$ cat src/rtl/booth_pkg.sv
// Shared constants and op-priority decode for the Booth shift register.
package booth_pkg;

    localparam int BOOTH_W = 16;

    typedef enum logic [1:0] {
        OP_HOLD,
        OP_SFT,
        OP_LD,
        OP_CLR
    } op_e;

    // Strobes collapse to one op per cycle: clr > ld > sft > hold.
    function automatic op_e decode_op(input logic clr, input logic ld, input logic sft);
        if (clr) return OP_CLR;
        if (ld)  return OP_LD;
        if (sft) return OP_SFT;
        return OP_HOLD;
    endfunction

endpackage

$ cat src/rtl/booth_shreg_if.sv
// Strobe/data bundle for booth_shreg; shl exists only with BOOTH_SHREG_SHL_EN.
interface booth_shreg_if #(
    parameter int WIDTH = 16,
    parameter int CNT_W = $clog2(WIDTH + 1)
);
    logic [WIDTH-1:0] din;
    logic             ld;
    logic             clr;
    logic             sft;
    logic             sin;
    logic             arith;
`ifdef BOOTH_SHREG_SHL_EN
    logic             shl;
`endif
    logic [WIDTH-1:0] dout;
    logic             qm1;
    logic [CNT_W-1:0] cnt;
    logic             done;

    modport master (
        output din, ld, clr, sft, sin, arith,
`ifdef BOOTH_SHREG_SHL_EN
        output shl,
`endif
        input  dout, qm1, cnt, done
    );

    modport slave (
        input  din, ld, clr, sft, sin, arith,
`ifdef BOOTH_SHREG_SHL_EN
        input  shl,
`endif
        output dout, qm1, cnt, done
    );
endinterface

$ cat src/rtl/booth_stepcnt.sv
// Loadable down-counter of remaining shift steps; sticks at zero, done = (cnt == 0).
module booth_stepcnt #(
    parameter int WIDTH = 16,
    parameter int CNT_W = $clog2(WIDTH + 1)
) (
    input  logic             clk,
    input  logic             rst_n,
    input  logic             clr,
    input  logic             ld,
    input  logic             dec,
    output logic [CNT_W-1:0] cnt,
    output logic             done
);
    always_ff @(posedge clk or negedge rst_n) begin
        if (!rst_n)                 cnt <= '0;
        else if (clr)               cnt <= '0;
        else if (ld)                cnt <= CNT_W'(WIDTH);
        else if (dec && cnt != '0)  cnt <= cnt - CNT_W'(1);
    end

    assign done = (cnt == '0);
endmodule

$ cat src/rtl/booth_shreg.sv
// Booth multiplier shift register with Q-1 tracking and step counter.
// Optional BOOTH_SHREG_SHL_EN adds a logical left shift selected by shl.
module booth_shreg
    import booth_pkg::*;
#(
    parameter int WIDTH = BOOTH_W,
    parameter int CNT_W = $clog2(WIDTH + 1)
) (
    input  logic           clk,
    input  logic           rst_n,
    booth_shreg_if.slave   bus
);
    op_e              op;
    logic [WIDTH-1:0] dout_q;
    logic             qm1_q;
    logic             msb_in;

    assign op     = decode_op(bus.clr, bus.ld, bus.sft);
    assign msb_in = bus.arith ? dout_q[WIDTH-1] : bus.sin;

    always_ff @(posedge clk or negedge rst_n) begin
        if (!rst_n) begin
            dout_q <= '0;
            qm1_q  <= 1'b0;
        end else begin
            case (op)
                OP_CLR: begin
                    dout_q <= '0;
                    qm1_q  <= 1'b0;
                end
                OP_LD: begin
                    dout_q <= bus.din;
                    qm1_q  <= 1'b0;
                end
                OP_SFT: begin
                    // Once the step budget is spent, shifts are ignored.
                    if (!bus.done) begin
`ifdef BOOTH_SHREG_SHL_EN
                        if (bus.shl) begin
                            dout_q <= {dout_q[WIDTH-2:0], bus.sin};
                            qm1_q  <= dout_q[WIDTH-1];
                        end else
`endif
                        begin
                            dout_q <= {msb_in, dout_q[WIDTH-1:1]};
                            qm1_q  <= dout_q[0];
                        end
                    end
                end
                default: ;
            endcase
        end
    end

    booth_stepcnt #(.WIDTH(WIDTH), .CNT_W(CNT_W)) u_stepcnt (
        .clk   (clk),
        .rst_n (rst_n),
        .clr   (op == OP_CLR),
        .ld    (op == OP_LD),
        .dec   (op == OP_SFT),
        .cnt   (bus.cnt),
        .done  (bus.done)
    );

    assign bus.dout = dout_q;
    assign bus.qm1  = qm1_q;
endmodule
$ cat src/flat_wrapper.sv
// flat-port wrapper written by rule: the top's interface ports become plain ports
module booth_shreg_flat import booth_pkg::*;
#(
    parameter int WIDTH = BOOTH_W,
    parameter int CNT_W = $clog2(WIDTH + 1)
)
  (clk, rst_n, bus_din, bus_ld, bus_clr, bus_sft, bus_sin, bus_arith, bus_dout, bus_qm1, bus_cnt, bus_done);
  booth_shreg_if #(.WIDTH(WIDTH), .CNT_W(CNT_W)) bus_i ();
  input  logic clk;
  input  logic rst_n;
  input wire logic [$bits(bus_i.din)-1:0] bus_din;
  input wire logic [$bits(bus_i.ld)-1:0] bus_ld;
  input wire logic [$bits(bus_i.clr)-1:0] bus_clr;
  input wire logic [$bits(bus_i.sft)-1:0] bus_sft;
  input wire logic [$bits(bus_i.sin)-1:0] bus_sin;
  input wire logic [$bits(bus_i.arith)-1:0] bus_arith;
  output wire logic [$bits(bus_i.dout)-1:0] bus_dout;
  output wire logic [$bits(bus_i.qm1)-1:0] bus_qm1;
  output wire logic [$bits(bus_i.cnt)-1:0] bus_cnt;
  output wire logic [$bits(bus_i.done)-1:0] bus_done;
  assign bus_i.din = bus_din;
  assign bus_i.ld = bus_ld;
  assign bus_i.clr = bus_clr;
  assign bus_i.sft = bus_sft;
  assign bus_i.sin = bus_sin;
  assign bus_i.arith = bus_arith;
  assign bus_dout = bus_i.dout;
  assign bus_qm1 = bus_i.qm1;
  assign bus_cnt = bus_i.cnt;
  assign bus_done = bus_i.done;
  booth_shreg #(.WIDTH(WIDTH), .CNT_W(CNT_W)) u_core (.clk(clk), .rst_n(rst_n), .bus(bus_i));
endmodule
$ cat config.mk
export PLATFORM = sky130hd
export DESIGN_NAME = booth_shreg_flat
export DESIGN_NICKNAME = d
export VERILOG_FILES = /design/src/rtl/booth_pkg.sv /design/src/rtl/booth_shreg_if.sv /design/src/rtl/booth_stepcnt.sv /design/src/rtl/booth_shreg.sv /design/src/flat_wrapper.sv
export SDC_FILE = /design/constraint.sdc
export NUM_CORES = 1
export LEC_CHECK = 0
export BUFFER_PORTS_ARGS = -buffer_cell sky130_fd_sc_hd__buf_4
export CAP_MARGIN = 40
export CORE_MARGIN = 8
export CORE_UTILIZATION = 45
export DETAILED_ROUTE_END_ITERATION = 10
export PLACE_DENSITY = 0.84
export REMOVE_ABC_BUFFERS = 1
export SYNTH_ARGS = -nofsm -noshare
export SYNTH_HDL_FRONTEND = slang
export SYNTH_SLANG_ARGS = --single-unit
$ cat constraint.sdc
create_clock -name clk -period 4.3 [get_ports clk]
set_clock_uncertainty 0.05 [all_clocks]
set_input_delay 0.86 -clock clk [delete_from_list [all_inputs] [get_ports clk]]
set_output_delay 0.86 -clock clk [all_outputs]
set_load 0.02 [all_outputs]
==> results by group <==
Run status
  – Status: completed

Power and ir drop
  – Power density over the cells: 350 nW/um^2
  – VDD IR max: 0.000231 V
  – LEAKAGE: 0.850 nW
  – Tot Pwr: 0.601 mW

Clock network
  – Clock transition at path regs: 0.14 ns
  – Hold buffer count at CTS: 0
  – Skew-Pair Late Insertion Delay: 0.31 ns
  – Post-CTS Setup Inserts: 0
  – Clock buffer depth: 2
  – CTS buffer count: 3
  – Clk root buf: clkbuf_4
  – # resized after CTS: 0
  – H-Tree Depth: 1
  – CTS tree: done
  – Clock sink total: 22

Detailed routing
  – Routed Antenna Nets: 0
  – Total number of vias: 1063
  – Router iterations before antenna repair: 4
  – # DRC: 0
  – Via density: 5.59
  – DR WL/cell: 16.6 um
  – Total wire length: 3150 um
  – Initial drt markers: 37

Place
  – Inst Count DP: 186
  – I/O Buffers: 45
  – Pre-CTS setup slack: 1.28 ns
  – GPL Wtd Cong: 0.796
  – HPWL after DPL: 2340 um
  – Placed cell area: 1670 um^2

Synth
  – Top cells by area, synth: dfrtp_1, mux2_4, a22oi_1, nor2b_1, mux2_2
  – Synthesized area: 1310 um^2
  – Yosys cell types: 35
  – Sequential share of the synthesized area: 41.9%
  – EDFF count, synth: 0
  – Area leader, netlist: dfrtp_1
  – Yosys top cell area share: 41.9%
  – Mapped Cells: 115
  – YS warnings: 0
  – Most instantiated library cell after synthesis: dfrtp_1
  – Commonest cells post-synth: dfrtp_1, a22oi_1, nor2b_1, mux2_4
  – Top FF cell, synth: dfrtp_1
  – Post-synth ARST share: 100%
  – Synth Area per Inst: 11.4 um^2
  – Flop and latch count out of synthesis: 22

Final layout
  – Layout Nets: 187
  – Final core occ: 62.3%
  – Share of layout cells above drive strength 1: 45.3%
  – Post-route insts no fill: 190
  – Area grow syn2layout: 30.9%
  – Cell area after layout: 1720 um^2
  – # diodes: 0

Timing
  – Clock period minus worst slack: 2.68 ns
  – Fmax: 373 MHz
  – Period utilization: 62.3%
  – Slew margin rel.: 49.9%
  – RSZ-0062 raised after global routing: no
  – Max-slew violation count: 0
  – Slew @ Worst Pin: 0.736 ns
  – Final Hold Vio Count: 0
  – PnR worst setup slack: 1.62 ns
  – Fin Hold WS: 0.363 ns
  – Setup TNS: 0 ns
  – # setup viols final: 0

Floorplanning
  – Initial core utilization: 47.6%
  – # rows: 19
  – I/O pin total: 46
  – Die area: 4900 um^2
  – CORE AREA: 2760 um^2
  – Die Y: 70.0 um
  – Die W: 70.0 um

Global routing
  – First-pass GRT wire length: 5620 um
  – Global route overflow: 0
  – Initial antenna violation count: 0
  – Vias in the first global route: 1212
  – Pin count of the biggest net entering global routing: 23
  – GRT Util Overall: 12.9%

Critical path
  – Type of origin of the critical path: input port
  – Reg2reg end: u_core.bus.dout[10]
  – Arr. time, crit path: 2.84 ns
  – Critical Path Sink Type: register
  – Reg2reg path depth: 5
  – Crit path kind: input port to register
  – Worst reg2reg startpoint: u_core.u_stepcnt.cnt[0]
  – Flop2flop setup slack: 2.22 ns
  – Critical Path RT: 4.47 ns
  – Crit-path max FO: 22

Run
  – Total of max-cap violations: 0

Min path
  – Hold crit path type: input port to async pin
## placed cells by master, fill, tap and decap left out, drive strengths merged, types with 2 or more instances in the layout
cell type and n:
mux2i 3, inv 7, nor2 3, buf 46, mux2 16, nor2b 15
nand2 2, dfrtp 22, ha 4, clkbuf 3, a22oi 15, or2 2
nor3 2
## cells by family after synthesis
logic type / after synthesis / share of synthesized area [%]
buf+inv: 14 / 4.67
simple gates: 29 / 14.7
mux: 19 / 19.5
compound gates: 27 / 15.3
fa+ha+maj: 4 / 3.81
flops: 22 / 41.9
## worst max-delay path, stage by stage
cell and delay (ns):
buf_4 0.12, or2_2 0.32, clkinv_1 0.17, ha_1 0.26, buf_4 0.28, or4bb_2 0.63
a21oi_1 0.16, nor2_1 0.05
## where the power goes
group / internal [mW] / total, mW / switching, mW
combinational: 0.0944 / 0.192 / 0.0972
clock: 0.0941 / 0.162 / 0.0676
sequential: 0.225 / 0.248 / 0.0225
## final cells by class
| type | instances | area [um^2] |
|---|---|---|
| clock buffers | 3 | 22.5 |
| clock inverters | 1 | 30.0 |
| fillers | 246 | 1040 |
| inverters | 8 | 30.0 |
| multi-input cells | 79 | 701 |
| flip-flops and latches | 22 | 551 |
| well taps | 31 | 38.8 |
| repair buffers | 46 | 345 |
## flip-flops by register name (all words and copies together) (netlist names)
| signal | cells |
|---|---|
| u_core.bus.dout | 16 |
| u_core.bus.qm1 | 1 |
| u_core.u_stepcnt.cnt | 5 |
## metal layers
layer  vias up  wire, um  GRT usage (%)
met1       515      1500           16.7
li1        504         -              -
met5         -         0              0
met2        40      1380           20.3
met3         4       243           4.24
met4         0        21           2.46
## worst max path at each step
stage,startpoint,to,slack [ns]
global placement,bus_ld,u_core.u_stepcnt.cnt[4],1.33
floorplan,bus_ld,u_core.bus.dout[5],1.20
global route,u_core.u_stepcnt.cnt[0],bus_done,1.52
CTS,bus_ld,u_core.u_stepcnt.cnt[4],1.62
detailed placement,bus_ld,u_core.u_stepcnt.cnt[4],1.28
finish,bus_ld,u_core.u_stepcnt.cnt[4],1.62
No activity file was read; power rests on OpenSTA's default activity.
